### src/rtl/npu_pkg.sv
// Shared NPU types and constants for the output packing path.
package npu_pkg;

    localparam int NPU_QUANT_W           = 8;
    localparam int NPU_PACK_LANES        = 16;
    localparam int NPU_PACK_FIFO_DEPTH   = 4;
    localparam int NPU_PACK_STALL_MARGIN = 1;

    // One packed output word as it sits in the FIFO; field order matches the
    // flat {data, strb, last} vector used inside the packer.
    typedef struct packed {
        logic [NPU_PACK_LANES*NPU_QUANT_W-1:0] data;
        logic [NPU_PACK_LANES-1:0]             strb;
        logic                                  last;
    } pack_word_t;

    // Flat width of a packed word for an arbitrary lane count / element width.
    function automatic int pack_word_bits(input int lanes, input int elem_w);
        return lanes * elem_w + lanes + 1;
    endfunction

endpackage

### src/rtl/pack_fifo.sv
// First-word-fall-through FIFO holding completed output words.
module pack_fifo #(
    parameter int WIDTH = 145,
    parameter int DEPTH = 4,
    localparam int AW   = $clog2(DEPTH),
    localparam int CW   = AW + 1
) (
    input  logic             clk,
    input  logic             rst_n,
    input  logic             clear,
    input  logic             push,
    input  logic [WIDTH-1:0] push_data,
    input  logic             pop,
    output logic [WIDTH-1:0] pop_data,
    output logic             full,
    output logic             empty,
    output logic [CW-1:0]    count
);

    logic [WIDTH-1:0] mem [DEPTH];
    logic [AW-1:0]    wr_ptr;
    logic [AW-1:0]    rd_ptr;
    logic             do_push;
    logic             do_pop;

    // Status flags and qualified push/pop; a push into a full FIFO is only
    // taken when the head leaves in the same cycle.
    always_comb begin
        empty    = (count == '0);
        full     = (count == CW'(DEPTH));
        do_pop   = pop && !empty;
        do_push  = push && (!full || do_pop);
        pop_data = empty ? '0 : mem[rd_ptr];
    end

    // Pointer and occupancy registers.
    always_ff @(posedge clk or negedge rst_n) begin
        if (!rst_n) begin
            wr_ptr <= '0;
            rd_ptr <= '0;
            count  <= '0;
        end else if (clear) begin
            wr_ptr <= '0;
            rd_ptr <= '0;
            count  <= '0;
        end else begin
            if (do_push) wr_ptr <= wr_ptr + 1'b1;
            if (do_pop)  rd_ptr <= rd_ptr + 1'b1;
            count <= count + CW'(do_push) - CW'(do_pop);
        end
    end

    // Storage; stale entries are never visible because the head is gated by empty.
    always_ff @(posedge clk) begin
        if (do_push && !clear) mem[wr_ptr] <= push_data;
    end

endmodule

### src/rtl/quant_output_packer.sv
// Packs the quantizer's serial byte stream into LANES-wide words with strobes
// and a tile-end flag, buffered in a small FIFO toward the output writer.
//
// Output handshake: a word transfers on every rising edge where m_valid and
// m_ready are both high. While m_valid is high and m_ready is low, m_data,
// m_strb and m_last hold the same head word and m_valid stays high.
module quant_output_packer
    import npu_pkg::*;
#(
    parameter int IN_WIDTH     = NPU_QUANT_W,
    parameter int LANES        = NPU_PACK_LANES,
    parameter int FIFO_DEPTH   = NPU_PACK_FIFO_DEPTH,
    parameter int STALL_MARGIN = NPU_PACK_STALL_MARGIN
) (
    input  logic                      clk,
    input  logic                      rst_n,
    input  logic                      clear,
    input  logic                      valid_in,
    input  logic [IN_WIDTH-1:0]       data_in,
    input  logic                      last_in,
    input  logic                      flush,
    output logic                      stall_out,
    output logic                      m_valid,
    input  logic                      m_ready,
    output logic [LANES*IN_WIDTH-1:0] m_data,
    output logic [LANES-1:0]          m_strb,
    output logic                      m_last,
    output logic                      overflow,
    output logic [15:0]               words_out
);

    localparam int LW       = $clog2(LANES);
    localparam int DATA_W   = LANES * IN_WIDTH;
    localparam int WORD_W   = pack_word_bits(LANES, IN_WIDTH);
    localparam int CW       = $clog2(FIFO_DEPTH) + 1;
    localparam int STALL_AT = FIFO_DEPTH - STALL_MARGIN;

    logic [LW-1:0]     lane_cnt;
    logic [DATA_W-1:0] pack_q;
    logic [LANES-1:0]  strb_q;
    logic [DATA_W-1:0] pack_nxt;
    logic [LANES-1:0]  strb_nxt;

    logic              complete;
    logic              flush_partial;
    logic              push_req;
    logic              push_last;
    logic              push_ok;
    logic              drop;
    logic              pop;

    logic              fifo_full;
    logic              fifo_empty;
    logic [CW-1:0]     fifo_count;
    logic [CW-1:0]     count_next;
    logic [WORD_W-1:0] head;

    logic              stall_q;
    logic              overflow_q;
    logic [15:0]       words_q;

    // Merge the incoming byte into the pack register and decide whether a
    // word leaves this cycle (full word, tile end, or flush).
    always_comb begin
        pack_nxt = pack_q;
        strb_nxt = strb_q;
        if (valid_in) begin
            pack_nxt[lane_cnt*IN_WIDTH +: IN_WIDTH] = data_in;
            strb_nxt[lane_cnt]                      = 1'b1;
        end
        complete      = valid_in && ((lane_cnt == LW'(LANES - 1)) || last_in || flush);
        flush_partial = flush && !valid_in && (lane_cnt != '0);
        push_req      = complete || flush_partial;
        push_last     = last_in || flush;
        pop           = !fifo_empty && m_ready;
        push_ok       = push_req && (!fifo_full || pop);
        drop          = push_req && fifo_full && !pop;
        count_next    = fifo_count + CW'(push_ok) - CW'(pop);
    end

    // Lane counter, pack and strobe registers; a word leaving (pushed or
    // dropped) always restarts packing at lane 0 with zeroed lanes.
    always_ff @(posedge clk or negedge rst_n) begin
        if (!rst_n) begin
            lane_cnt <= '0;
            pack_q   <= '0;
            strb_q   <= '0;
        end else if (clear || push_req) begin
            lane_cnt <= '0;
            pack_q   <= '0;
            strb_q   <= '0;
        end else if (valid_in) begin
            lane_cnt <= lane_cnt + 1'b1;
            pack_q   <= pack_nxt;
            strb_q   <= strb_nxt;
        end
    end

    pack_fifo #(
        .WIDTH (WORD_W),
        .DEPTH (FIFO_DEPTH)
    ) u_fifo (
        .clk       (clk),
        .rst_n     (rst_n),
        .clear     (clear),
        .push      (push_ok),
        .push_data ({pack_nxt, strb_nxt, push_last}),
        .pop       (pop),
        .pop_data  (head),
        .full      (fifo_full),
        .empty     (fifo_empty),
        .count     (fifo_count)
    );

    // Early stall toward the quantizer, sticky overflow and accepted-word counter.
    always_ff @(posedge clk or negedge rst_n) begin
        if (!rst_n) begin
            stall_q    <= 1'b0;
            overflow_q <= 1'b0;
            words_q    <= '0;
        end else if (clear) begin
            stall_q    <= 1'b0;
            overflow_q <= 1'b0;
            words_q    <= '0;
        end else begin
            stall_q <= (int'(count_next) >= STALL_AT);
            if (drop) overflow_q <= 1'b1;
            if (pop)  words_q    <= words_q + 16'd1;
        end
    end

    // Output stream comes straight from the FIFO head.
    always_comb begin
        m_valid   = !fifo_empty;
        m_data    = head[WORD_W-1 -: DATA_W];
        m_strb    = head[LANES:1];
        m_last    = head[0];
        stall_out = stall_q;
        overflow  = overflow_q;
        words_out = words_q;
    end

endmodule
### config.mk
export PLATFORM = sky130hd
export DESIGN_NAME = quant_output_packer
export DESIGN_NICKNAME = d
export VERILOG_FILES = /design/src/rtl/npu_pkg.sv /design/src/rtl/pack_fifo.sv /design/src/rtl/quant_output_packer.sv
export SDC_FILE = /design/constraint.sdc
export NUM_CORES = 1
export LEC_CHECK = 0
export ABC_AREA = 0
export BUFFER_PORTS_ARGS = -buffer_cell sky130_fd_sc_hd__buf_2
export CORE_ASPECT_RATIO = 0.8
export CORE_MARGIN = 2
export CORE_UTILIZATION = 45
export CTS_BUF_LIST = sky130_fd_sc_hd__clkbuf_8
export DETAILED_ROUTE_END_ITERATION = 7
export PLACE_DENSITY = 0.61
export SETUP_SLACK_MARGIN = 0.02
export SYNTH_ARGS = -nofsm -noshare
export SYNTH_HDL_FRONTEND = slang
export SYNTH_HIERARCHICAL = 1
export SYNTH_SLANG_ARGS = --single-unit
### constraint.sdc
create_clock -name clk -period 23.4 [get_ports clk]
set_input_delay 4.68 -clock clk [delete_from_list [all_inputs] [get_ports clk]]
set_output_delay 4.68 -clock clk [all_outputs]
set_load 0.05 [all_outputs]
---- Word-level counts from Yosys, hierarchy flattened ----
Memory sizes are Yosys's and may differ from the RTL's.
Index checks and enable logic that the tools add are counted.
W data, S select, Z words.
word-level totals
  memory bits (writable) .................. 580
  input bits .............................. 15
  memories ................................ 1
  register bits after elaboration ......... 173
  logic and storage cells ................. 81
  output and inout port bits .............. 164
memory list
  memory      depth  width  read ports  clocked after memory_dff  wr ports  RTL line         source
  u_fifo.mem  4      145    1           0                         1         pack_fifo.sv:20  logic [WIDTH-1:0] mem [DEPTH];
cells by class
  bitwise operators ....................... 1
  $add $sub $neg .......................... 9
  order comparisons ....................... 3
  mux-type cells .......................... 24
  shift operators ......................... 2
  reductions and logical operators ........ 30
  equality and inequality tests ........... 2
operators with widths
  cell                        count
  $mux W128                   3
  $mux W145                   1
  $bwmux W128                 1
  $shift A8 B34 Y128 const A  1
  $shiftx A8 B34 Y128         1
  $mux W16                    5
  $neg A7 Y34                 1
  $add A16 B1 Y16 const B     1
  $or A16 B16 Y16             1
  $logic_and A1 B1 Y1         11
  $reduce_bool A2 Y1          5
  $mux W2                     4
  $mux W4                     2
  $logic_or A1 B1 Y1          7
  $add A3 B1 Y3               2
  $mux W1                     6
  $sub A3 B1 Y3               2
  $logic_not A1 Y1            5
  $lt A4 B5 Y1 const B        1
  $add A2 B1 Y2 const B       2
  $add A4 B1 Y4 const B       1
  $demux W1 S4                1
  $eq A4 B4 Y1 const B        1
  $ge A4 B1 Y1 const B        1
  other kinds (5)             5

---- Longest topological paths before layout ----
Gate-level depths: netlist (run 1).
  depth in word-level cells ............... 10
  gate-level depth with buffers ........... 17

---- Modules after synthesis ----
Netlist (run 1), hierarchy kept.
modules (own cells, without submodules)
  module               area an instance (sq um)  cells an instance  instances  sequential area each (sq um)
  pack_fifo            22370.2                   966                1          17591.9
  quant_output_packer  8385.5                    888                1          4154.0

---- Least setup slack after synthesis (run 1) ----
OpenSTA, ideal clock, no wires.
  path kind ............................... input-to-reg
  from .................................... in valid_in
  to ...................................... mem u_fifo.mem[0][0], enable pin
  data required time ...................... 22.543 ns
  stages .................................. 6
  data arrival time ....................... 16.135 ns
  slack ................................... 6.408 ns
  cells stage by stage .................... buf_2 -> a22oi_2 -> clkbuf_1 -> a21oi_1 -> o21ai_0 -> nor3b_1
between the ends
  cells in the longest elaborated chain, start to end .. 9
ends and longest elaborated chain
  what                              RTL line                   source
  start, declared                   quant_output_packer.sv:18  input logic valid_in,
  $logic_not A1 Y1                  quant_output_packer.sv:72  flush_partial = flush && !valid_in && (lane_cnt != '0);
  $logic_and A1 B1 Y1 (2 in a row)  quant_output_packer.sv:72
  $logic_or A1 B1 Y1 *              quant_output_packer.sv:73  push_req = complete || flush_partial;
  $logic_and A1 B1 Y1 *             quant_output_packer.sv:76  push_ok = push_req && (!fifo_full || pop);
  named net push_ok                 quant_output_packer.sv:48  logic push_ok;
  $logic_and A1 B1 Y1 *             pack_fifo.sv:32            do_push = push && (!full || do_pop);
  $logic_and A1 B1 Y1 *             pack_fifo.sv:55            if (do_push && !clear) mem[wr_ptr] <= push_data;
  $mux W1 *                         pack_fifo.sv:55
  $mux W1 (not written as such) *   pack_fifo.sv:55
  end, declared                     pack_fifo.sv:20
The timed path passes the listed nets; every way through them passes the cells marked *.

---- Worst setup path in the final report (run 1) ----
  from .................................... reg u_fifo.rd_ptr[0]
  to ...................................... out m_data[111]
between the ends
  cells in the longest elaborated chain, start to end .. 2
ends and longest elaborated chain
  what                    RTL line                   source
  start, declared         pack_fifo.sv:22            logic [AW-1:0] rd_ptr;
  start signal, assigned  pack_fifo.sv:48            if (do_pop) rd_ptr <= rd_ptr + 1'b1;
  $mem_v2 Z4 W145         --
  $mux W145               pack_fifo.sv:33            pop_data = empty ? '0 : mem[rd_ptr];
  end, declared           quant_output_packer.sv:25  output logic [LANES*IN_WIDTH-1:0] m_data,
Every way passes these cells.

==> results of run 1 <==
[power by group]
part	switching (mW)	leakage [nW]	internal [mW]	total, mW
sequential	0.0307	7.72	1.51	1.54
combinational	0.845	4.31	0.304	1.15
clock	0.511	1.34	0.528	1.04
total	1.39	13.4	2.34	3.73
[sequential cells by signal (all words and copies together) (netlist names)]
register	count
overflow	1
strb_q	16
u_fifo/rd_ptr	2
words_out	16
pack_q	128
u_fifo/wr_ptr	2
stall_out	1
lane_cnt	4
u_fifo/count	3
u_fifo/mem	580
[metal layers]
layer	vias to the layer above	GRT usage, %	wire length [um]
met5	-	0	0
met2	519	30.52	32780
li1	7428	-	-
met1	8666	28.77	30740
met3	125	4.965	4704
met4	0	5.984	1730
[stage by stage]
stage / hold slack, ns / util (%) / instance area, um2 / cells / worst slack (ns)
2_1_floorplan: 0.4986 / - / 30760 / 1854 / 6.408
3_3_place_gp: 0.4768 / 48.05 / 32400 / 2856 / 15.20
3_5_place_dp: 0.4768 / 48.05 / 32400 / 2856 / 15.17
4_1_cts: 0.4993 / 51.33 / 34610 / 3072 / 14.33
5_1_grt: 0.5227 / 51.33 / 34610 / 3072 / 14.15
6_report: 0.4920 / 51.34 / 34620 / 3074 / 14.57
[worst max path at each step]
stage                                start               end  slack [ns]
after detailed placement  u_fifo/rd_ptr[0]       m_data[111]       15.17
after CTS                 u_fifo/rd_ptr[0]        m_data[50]       14.33
final                     u_fifo/rd_ptr[0]       m_data[111]       14.57
after floorplan                   valid_in  u_fifo/mem[0][0]        6.41
after global routing      u_fifo/rd_ptr[0]        m_data[56]       14.15
after global placement    u_fifo/rd_ptr[0]        m_data[51]       15.20
[cell usage after synthesis, drive strengths merged, types with 3 or more instances]
| cell type | n | area, um2 |
|---|---|---|
| edfxtp | 580 | 17420 |
| nor2b | 179 | 1120 |
| dfrtp | 173 | 4329 |
| mux4 | 145 | 3266 |
| nand2 | 135 | 506.7 |
| a21oi | 79 | 395.4 |
| buf | 67 | 485.5 |
| nor2 | 53 | 216.5 |
| inv | 46 | 172.7 |
| clkbuf | 42 | 158.9 |
| nand3 | 39 | 195.2 |
| o21ai | 38 | 190.2 |
| nor3 | 37 | 195.2 |
| mux2i | 32 | 320.3 |
| mux2 | 27 | 304.0 |
| nand4 | 23 | 150.1 |
| and3 | 21 | 131.4 |
| nand2b | 17 | 106.4 |
| ha | 13 | 162.7 |
| or3 | 13 | 81.33 |
| xnor2 | 13 | 121.4 |
| or4 | 9 | 67.56 |
| and2 | 8 | 50.05 |
| xor2 | 8 | 70.07 |
| a21o | 6 | 45.04 |
| a31o | 6 | 52.55 |
| o211ai | 6 | 96.34 |
| nor3b | 5 | 37.54 |
| nor4 | 4 | 25.02 |
| and4bb | 3 | 37.54 |
| o31ai | 3 | 22.52 |
| or2 | 3 | 18.77 |
[final cells by class]
class,count,area [um2],area share [%]
antenna,2,5.005,0.01446
tap,913,1142,3.300
clock inverter,91,496.7,1.435
sequential,753,21750,62.84
multi-input combinational,944,8223,23.75
inverter,48,180.2,0.5205
clock buffer,125,1720,4.970
timing repair buffer,198,1097,3.170
[cell usage in the layout, fill, tap and decap left out, types with 32 or more instances in the layout]
master,netlist,final
sky130_fd_sc_hd__buf_2,40,177
sky130_fd_sc_hd__o21ai_0,37,37
sky130_fd_sc_hd__nor2b_1,179,179
sky130_fd_sc_hd__dfrtp_1,173,171
sky130_fd_sc_hd__edfxtp_1,580,580
sky130_fd_sc_hd__nor2_1,46,46
sky130_fd_sc_hd__mux4_2,145,145
sky130_fd_sc_hd__inv_1,45,101
sky130_fd_sc_hd__clkbuf_8,0,125
sky130_fd_sc_hd__nor3_1,35,35
sky130_fd_sc_hd__mux2i_1,32,32
sky130_fd_sc_hd__a21oi_1,79,79
sky130_fd_sc_hd__nand3_1,39,39
sky130_fd_sc_hd__nand2_1,135,134
[kinds of logic after synthesis]
family          after synthesis  share of synthesized area [%]
buf+inv                     157                          2.681
flops                       753                          70.70
xor+xnor                     21                         0.6225
mux                         204                          12.65
fa+ha+maj                    15                         0.6591
simple gates                557                          9.804
compound gates              147                          2.880
==> impl_table.tex, run 1 <==
\begin{tabular}{lr}
\hline
Metric & Value \\
\hline
\multicolumn{2}{l}{\textbf{Run status}} \\
Status & completed \\
\multicolumn{2}{l}{\textbf{STA}} \\
Sum of negative setup slack & 0 ns \\
Number of endpoints failing setup at the final stage & 0 \\
Final period utilization & 37.74\% \\
Hold violation total from the final report & 0 \\
Setup repair after global routing missed its margin & no \\
Final period demand of the worst path & 8.832 ns \\
Achievable clock frequency & between 100 and 150 MHz \\
Setup skew after layout & around 0.048 ns \\
Actual transition at the worst max-transition pin & roughly 1.2 ns \\
Worst slew margin & about a fifth \\
Max-slew violations & 0 \\
\multicolumn{2}{l}{\textbf{Die}} \\
Die Wd & 296.3 um \\
I/O pin cnt & around 180 \\
Number of rows created at floorplan & 85 \\
Area of the core & 0.06743 mm2 \\
Die outline area & approximately 0.07 mm2 \\
Die H & about 240 um \\
Starting utilization of the core area & a little under half \\
\multicolumn{2}{l}{\textbf{Finish}} \\
Number of nets in the layout & 2088 \\
Area growth from synthesis to layout & 12.56\% \\
Layout fillers & about 5700 \\
Share of cells above drive strength 1 & between 20\% and 30\% \\
\multicolumn{2}{l}{\textbf{Placement}} \\
Global placement routability congestion & between 0.7 and 0.8 \\
DP HPWL & around 41 mm \\
Buffers added on ports & 178 \\
\multicolumn{2}{l}{\textbf{Worst setup path}} \\
Worst reg-to-reg setup slack & approximately 19 ns \\
Critical path capture point type & primary output \\
Most prevalent standard cell on the critical path & sky130\_fd\_sc\_hd\_\_buf\_4 \\
Required @ worst endpoint & around 19 ns \\
Arr. time, crit path & slightly above 4 ns \\
Number of gates on the worst path with buffers counted & 5 \\
Critical path class & reg2out \\
Buffering stage count on the worst path with inverters included & 3 \\
Startpoint type of the worst setup path & register \\
Critical-path top delay cell & sky130\_fd\_sc\_hd\_\_buf\_4 \\
Max incr delay on CP & approximately 0.80 ns \\
Worst path cell trace & buf\_4, buf\_4, mux4\_2, nor2b\_1, buf\_2 \\
Crit Reg-Reg Endpoint & u\_fifo/mem[1][131] \\
Crit-path leading delay family & buffers and inverters \\
Largest driver fanout on the critical path & 42 \\
Launching point of the worst reg2reg path & lane\_cnt[0] \\
Number of cells on the worst reg-to-reg path & 9 \\
\multicolumn{2}{l}{\textbf{Logic synthesis}} \\
Share of async-settable or async-resettable flops after synthesis & between 20\% and 30\% \\
Mean area per synthesized cell & approximately 17 um2 \\
Netlist cell types & between 60 and 70 \\
Number of synthesized flops with an enable pin & 580 \\
Count of state elements after synthesis & about 750 \\
Syn Inst Count & about 1900 \\
Total of warnings raised by yosys & 6 \\
Summed instance area of the synthesized netlist & a little over 0.03 mm2 \\
Syn nets & $\sim$1900 \\
Part of the Yosys area used for sequential elements & around 71\% \\
Predominant post-synthesis flop cell & sky130\_fd\_sc\_hd\_\_edfxtp\_1 \\
\multicolumn{2}{l}{\textbf{Worst hold path}} \\
Hold path depth & 1 \\
Hold Path Class & reg2reg \\
Start point of the worst hold path & overflow \\
Endpoint of the worst hold-timing path & overflow \\
\multicolumn{2}{l}{\textbf{Route}} \\
Residual DRC & 0 \\
Initial detailed-routing violation count & between 1000 and 1500 \\
Wire length per cell after detailed routing & 22.76 um \\
Vias & 16740 \\
Pre-antenna DRT Iters & 5 \\
Post-route ant nets & 0 \\
Final WL & roughly 70 mm \\
Post-detailed-route via-to-cell ratio & 5.445 \\
\multicolumn{2}{l}{\textbf{Global routing}} \\
Initial antenna violation count & 3 \\
Vias in the first global route & 17170 \\
Total GRT Usage & between 20 and 25\% \\
Pin count of the biggest net entering global routing & approximately 150 \\
First-pass GRT wire length & approximately 110 mm \\
Total grt overflow & 0 \\
\multicolumn{2}{l}{\textbf{Clock tree}} \\
Number of levels the H-tree was split into & 3 \\
Maximum buffer depth of the clock tree & 3 \\
TritonCTS sink count & approximately 750 \\
Post-cts hold buffer count & 0 \\
Number of cells upsized or downsized after cts & 0 \\
Skew-Pair Late Insertion Delay & $\sim$0.74 ns \\
Clock tree from TritonCTS & done \\
Clock edge transition at the registers on the reported setup and hold paths & 0.07 ns \\
Clk Tree Root Cell & sky130\_fd\_sc\_hd\_\_clkbuf\_8 \\
TritonCTS Buffers & between 100 and 150 \\
Post-CTS Setup Repair Bufs & 0 \\
\multicolumn{2}{l}{\textbf{Power and ir drop}} \\
Total power & 3.729 mW \\
Power per standard cell area & 107.7 mW/mm2 \\
Worst vdd ir & around 130 uV \\
Leak pwr & 13.38 nW \\
\multicolumn{2}{l}{\textbf{Run}} \\
Max-cap check violation count & 0 \\
\hline
\end{tabular}
Note: power is estimated with default switching activity, not from simulation.
==> run 2: changes to the inputs <==
--- a/config.mk
+++ b/config.mk
@@ -5,14 +5,14 @@
 export SDC_FILE = /design/constraint.sdc
 export NUM_CORES = 1
 export LEC_CHECK = 0
-export ABC_AREA = 0
+export ABC_AREA = 1
 export BUFFER_PORTS_ARGS = -buffer_cell sky130_fd_sc_hd__buf_2
 export CORE_ASPECT_RATIO = 0.8
 export CORE_MARGIN = 2
 export CORE_UTILIZATION = 45
 export CTS_BUF_LIST = sky130_fd_sc_hd__clkbuf_8
 export DETAILED_ROUTE_END_ITERATION = 7
-export PLACE_DENSITY = 0.61
+export PLACE_DENSITY = 0.63
 export SETUP_SLACK_MARGIN = 0.02
 export SYNTH_ARGS = -nofsm -noshare
 export SYNTH_HDL_FRONTEND = slang
==> constraint.sdc (replaced) <==
create_clock -name clk -period 7.2 [get_ports clk]
set_input_delay 1.44 -clock clk [delete_from_list [all_inputs] [get_ports clk]]
set_output_delay 1.44 -clock clk [all_outputs]
set_load 0.05 [all_outputs]
==> run 2 against run 1 <==
  * Sequential share of layout area shrank 2.7 points
  * Clock skew decreased by 0.010 ns
  * Routed wire length is 12% higher
  * Clock power grew to 3.5 times the previous value
  * First-iteration DRC count grew 76%
  * Largest cell class unchanged
  * Combinational power grew to 3.2 times the previous value
  * Critical path depth is 2 higher
  * Via count increased by 31%
==> impl_table.tex, run 2 <==
\begin{tabular}{lr}
\hline
Metric & Value \\
\hline
\multicolumn{2}{l}{\textbf{Run status}} \\
Status & completed (unchanged) \\
\multicolumn{2}{l}{\textbf{Clock tree}} \\
TritonCTS sink count & 753 (unchanged) \\
Post-CTS Setup Repair Bufs & 0 (unchanged) \\
Number of levels the H-tree was split into & 3 (unchanged) \\
TritonCTS Buffers & 119 (was 113) \\
Number of cells upsized or downsized after cts & 0 (unchanged) \\
Clk Tree Root Cell & sky130\_fd\_sc\_hd\_\_clkbuf\_8 (unchanged) \\
Skew-Pair Late Insertion Delay & 0.75 ns (was 0.74 ns) \\
Clock tree from TritonCTS & done (unchanged) \\
Maximum buffer depth of the clock tree & 3 (unchanged) \\
Post-cts hold buffer count & 0 (unchanged) \\
Clock edge transition at the registers on the reported setup and hold paths & 0.06 ns (was 0.07 ns) \\
\multicolumn{2}{l}{\textbf{Worst setup path}} \\
Critical path class & reg2out (unchanged) \\
Critical-path top delay cell & sky130\_fd\_sc\_hd\_\_dfrtp\_4 (was sky130\_fd\_sc\_hd\_\_buf\_4) \\
Worst reg-to-reg setup slack & 3.05 ns (was 18.54 ns) \\
Crit-path leading delay family & buffers and inverters (unchanged) \\
Arr. time, crit path & 3.94 ns (was 4.15 ns) \\
Number of gates on the worst path with buffers counted & 7 (was 5) \\
Startpoint type of the worst setup path & register (unchanged) \\
Number of cells on the worst reg-to-reg path & 10 (was 9) \\
Buffering stage count on the worst path with inverters included & 3 (unchanged) \\
Max incr delay on CP & 0.82 ns (was 0.80 ns) \\
Crit Reg-Reg Endpoint & u\_fifo/mem[1][101] (was u\_fifo/mem[1][131]) \\
Critical path capture point type & primary output (unchanged) \\
Largest driver fanout on the critical path & 172 (was 42) \\
Most prevalent standard cell on the critical path & sky130\_fd\_sc\_hd\_\_nand2\_1 (was sky130\_fd\_sc\_hd\_\_buf\_4) \\
Required @ worst endpoint & 5.76 ns (was 18.72 ns) \\
Worst path cell trace & inv\_8, buf\_12, nand2\_1, nand2\_1, nand2\_1, a21oi\_1, buf\_2 (was buf\_4, buf\_4, mux4\_2, nor2b\_1, buf\_2) \\
Launching point of the worst reg2reg path & lane\_cnt[0] (unchanged) \\
\multicolumn{2}{l}{\textbf{Finish}} \\
Biggest regs & u\_fifo/mem: 580 flops, pack\_q: 128 flops (unchanged) \\
Commonest non-fill, non-tap cell in the layout & sky130\_fd\_sc\_hd\_\_nand2\_1 (was sky130\_fd\_sc\_hd\_\_edfxtp\_1) \\
Final Core Density & 51.12\% (was 51.34\%) \\
Largest Register & u\_fifo/mem (unchanged) \\
Number of nets in the layout & 3359 (was 2088) \\
Most used cells in the layout excluding fill and tap cells & 895 x sky130\_fd\_sc\_hd\_\_nand2\_1, 580 x sky130\_fd\_sc\_hd\_\_edfxtp\_1, 467 x sky130\_fd\_sc\_hd\_\_nor2\_1, 342 x sky130\_fd\_sc\_hd\_\_inv\_1, 188 x sky130\_fd\_sc\_hd\_\_a21oi\_1 (was 580 x sky130\_fd\_sc\_hd\_\_edfxtp\_1, 179 x sky130\_fd\_sc\_hd\_\_nor2b\_1, 177 x sky130\_fd\_sc\_hd\_\_buf\_2, 171 x sky130\_fd\_sc\_hd\_\_dfrtp\_1, 145 x sky130\_fd\_sc\_hd\_\_mux4\_2) \\
Final instance count without filler cells & 4368 (was 3074) \\
Share of cells above drive strength 1 & 12.15\% (was 25.52\%) \\
Max reg flops & 580 (unchanged) \\
Area growth from synthesis to layout & 11.99\% (was 12.56\%) \\
\multicolumn{2}{l}{\textbf{Power and ir drop}} \\
Leak pwr & 16.37 nW (was 13.38 nW) \\
Power per standard cell area & 339.3 mW/mm2 (was 107.7 mW/mm2) \\
Worst vdd ir & 228.7 uV (was 126.9 uV) \\
Total power & 12.27 mW (was 3.729 mW) \\
\multicolumn{2}{l}{\textbf{Logic synthesis}} \\
Syn nets & 3204 (was 1884) \\
Most numerous cell types in the synthesized netlist & 896 x sky130\_fd\_sc\_hd\_\_nand2\_1, 580 x sky130\_fd\_sc\_hd\_\_edfxtp\_1, 471 x sky130\_fd\_sc\_hd\_\_nor2\_1, 296 x sky130\_fd\_sc\_hd\_\_inv\_1, 188 x sky130\_fd\_sc\_hd\_\_a21oi\_1 (was 580 x sky130\_fd\_sc\_hd\_\_edfxtp\_1, 179 x sky130\_fd\_sc\_hd\_\_nor2b\_1, 173 x sky130\_fd\_sc\_hd\_\_dfrtp\_1, 145 x sky130\_fd\_sc\_hd\_\_mux4\_2, 135 x sky130\_fd\_sc\_hd\_\_nand2\_1) \\
Netlist cell types & 38 (was 61) \\
Most area-consuming cells after synthesis & sky130\_fd\_sc\_hd\_\_edfxtp\_1 54\%, sky130\_fd\_sc\_hd\_\_dfrtp\_1 13\%, sky130\_fd\_sc\_hd\_\_nand2\_1 10\% (was sky130\_fd\_sc\_hd\_\_edfxtp\_1 57\%, sky130\_fd\_sc\_hd\_\_dfrtp\_1 14\%, sky130\_fd\_sc\_hd\_\_mux4\_2 11\%) \\
Cell taking the most area after synthesis & sky130\_fd\_sc\_hd\_\_edfxtp\_1 (unchanged) \\
Mean area per synthesized cell & 10.17 um2 (was 16.59 um2) \\
Summed instance area of the synthesized netlist & 0.03229 mm2 (was 0.03076 mm2) \\
Share of synthesized area spent on multiplexers & 0\% (was 12.65\%) \\
Fraction of synthesized cell area in xor and xnor cells & 0.1085\% (was 0.6224\%) \\
Predominant post-synthesis flop cell & sky130\_fd\_sc\_hd\_\_edfxtp\_1 (unchanged) \\
Share of async-settable or async-resettable flops after synthesis & 22.97\% (unchanged) \\
Largest family of logic cells by synthesized area & simple AND/OR/NAND/NOR gates (was multiplexers) \\
Total of warnings raised by yosys & 6 (unchanged) \\
Syn Inst Count & 3174 (was 1854) \\
Synth Area in Compound Gates & 6.133\% (was 2.880\%) \\
Simple-Gate Fraction of Synth Area & 19.38\% (was 9.804\%) \\
Share of synthesized cell area in full adder, half adder and majority cells & 0.6276\% (was 0.6590\%) \\
Count of state elements after synthesis & 753 (unchanged) \\
Part of the Yosys area used for sequential elements & 67.34\% (was 70.71\%) \\
Proportion of netlist area held by the largest area contributor & 53.93\% (was 56.63\%) \\
Number of synthesized flops with an enable pin & 580 (unchanged) \\
Most numerous cell in the Yosys netlist & sky130\_fd\_sc\_hd\_\_nand2\_1 (was sky130\_fd\_sc\_hd\_\_edfxtp\_1) \\
\multicolumn{2}{l}{\textbf{Worst hold path}} \\
Hold path depth & 2 (was 1) \\
Endpoint of the worst hold-timing path & strb\_q[7] (was overflow) \\
Start point of the worst hold path & strb\_q[7] (was overflow) \\
Hold Path Class & reg2reg (unchanged) \\
\multicolumn{2}{l}{\textbf{STA}} \\
Actual transition at the worst max-transition pin & 1.082 ns (was 1.197 ns) \\
Setup skew after layout & 0.03776 ns (was 0.04813 ns) \\
Hold violation total from the final report & 0 (unchanged) \\
Max-slew violations & 0 (unchanged) \\
Worst slew margin & 27.85\% (was 19.84\%) \\
Final period utilization & around 75\% \\
Setup repair after global routing missed its margin & no (unchanged) \\
Number of endpoints failing setup at the final stage & 0 (unchanged) \\
Final period demand of the worst path & $\sim$5.4 ns \\
Achievable clock frequency & between 150 and 200 MHz \\
\multicolumn{2}{l}{\textbf{Die}} \\
Area of the core & 0.07076 mm2 (was 0.06743 mm2) \\
Die H & 243.6 um (was 237.8 um) \\
Number of rows created at floorplan & 87 (was 85) \\
Starting utilization of the core area & 45.64\% (was 45.61\%) \\
Die outline area & 0.07394 mm2 (was 0.07047 mm2) \\
I/O pin cnt & 179 (unchanged) \\
Die Wd & 303.5 um (was 296.3 um) \\
\multicolumn{2}{l}{\textbf{Global routing}} \\
Total GRT Usage & 21.17\% (was 20.06\%) \\
Pin count of the biggest net entering global routing & 173 (was 146) \\
Total grt overflow & 0 (unchanged) \\
Initial antenna violation count & 4 (was 3) \\
First-pass GRT wire length & 120.6 mm (was 106.2 mm) \\
Vias in the first global route & 20050 (was 17170) \\
\multicolumn{2}{l}{\textbf{Route}} \\
Pre-antenna DRT Iters & 6 (was 5) \\
Initial detailed-routing violation count & 2376 (was 1352) \\
Post-route ant nets & 0 (unchanged) \\
Post-detailed-route via-to-cell ratio & 5.025 (was 5.445) \\
Wire length per cell after detailed routing & 17.90 um (was 22.76 um) \\
Vias & 21950 (was 16740) \\
Residual DRC & 0 (unchanged) \\
Final WL & 78.20 mm (was 69.95 mm) \\
\multicolumn{2}{l}{\textbf{Placement}} \\
DP HPWL & 46.46 mm (was 41.37 mm) \\
Count of placed standard cells including taps & 4142 (was 2856) \\
Global placement routability congestion & 0.8967 (was 0.7958) \\
Buffers added on ports & 178 (unchanged) \\
\multicolumn{2}{l}{\textbf{Run}} \\
Max-cap check violation count & 0 (unchanged) \\
\hline
\end{tabular}
-- run 2: cell count changes after synthesis, sizes merged, moves of 57 or more --
| cell | previous run | this run |
|---|---|---|
| mux4 | 145 | 0 |
| inv | 46 | 302 |
| buf | 67 | 124 |
| nand2 | 135 | 913 |
| o21ai | 38 | 199 |
| a21oi | 79 | 188 |
| nor2b | 179 | 8 |
| nor2 | 53 | 486 |
-- run 2: cell type report --
cell class | count | area (um2)
antenna | 2 | 5.005
clock inverter | 77 | 415.4
timing repair buffer | 198 | 1135
tap | 934 | 1169
multi-input combinational | 1954 | 8516
clock buffer | 147 | 2023
sequential | 753 | 21750
fill | 6372 | 34590
inverter | 303 | 1155
-- run 2: worst max-delay path by stage --
stage / endpoint / slack (ns) / from
after floorplan: u_fifo/mem[0][0] / -1.93 / valid_in
after global placement: u_fifo/mem[1][104] / 2.54 / valid_in
after detailed placement: u_fifo/mem[1][104] / 2.46 / valid_in
after CTS: m_data[74] / 1.79 / u_fifo/rd_ptr[0]
after global routing: m_data[48] / 1.51 / u_fifo/rd_ptr[0]
final: m_data[74] / 1.82 / u_fifo/rd_ptr[0]
-- run 2: per-layer routing --
layer / vias to the layer above / routed length [um] / GRT usage, %
li1: 10700 / - / -
met1: 10460 / 37790 / 33.41
met2: 670 / 33640 / 29.85
met3: 115 / 5139 / 3.977
met4: 2 / 1616 / 5.479
met5: - / 13 / 0
-- run 2: worst register-to-register path, stage by stage, from the launching register on --
cell and delay [ns]:
sky130_fd_sc_hd__dfrtp_1 0.56, sky130_fd_sc_hd__inv_1 0.31, sky130_fd_sc_hd__ha_1 0.40, sky130_fd_sc_hd__nand2_4 0.17, sky130_fd_sc_hd__nand2_1 0.09, sky130_fd_sc_hd__nand3_1 0.10, sky130_fd_sc_hd__inv_1 0.11, sky130_fd_sc_hd__a21oi_1 0.48
sky130_fd_sc_hd__nand3_1 0.46, sky130_fd_sc_hd__nor2_4 0.24, sky130_fd_sc_hd__buf_4 0.73
-- run 2: cell families (layout without fill, tap and decap cells) --
kind of cell	Yosys count	in the layout
other	0	2
XOR/XNOR	4	4
flip-flops	753	753
buffers and inverters	467	725
AO/OA/AOI/OAI	393	393
adder cells (fa/ha/maj)	15	15
AND/OR/NAND/NOR	1542	1542
-- run 2: stage by stage --
stage | setup WS (ns) | setup TNS, ns | hold slack [ns] | instance area [um2]
floorplan | -1.933 | -1121.35 | 0.4643 | 32290
global placement | 2.537 | 0 | 0.4762 | 33720
detailed placement | 2.463 | 0 | 0.4831 | 33720
CTS | 1.790 | 0 | 0.5000 | 36160
global route | 1.511 | 0 | 0.5197 | 36160
finish | 1.820 | 0 | 0.4962 | 36170
-- run 2: report_power, final --
group          leakage (nW)  switching (mW)  internal (mW)
clock network          1.43            1.67           1.95
registers              7.84           0.104           4.90
logic                  7.09            2.98          0.672
total                  16.4            4.75           7.52
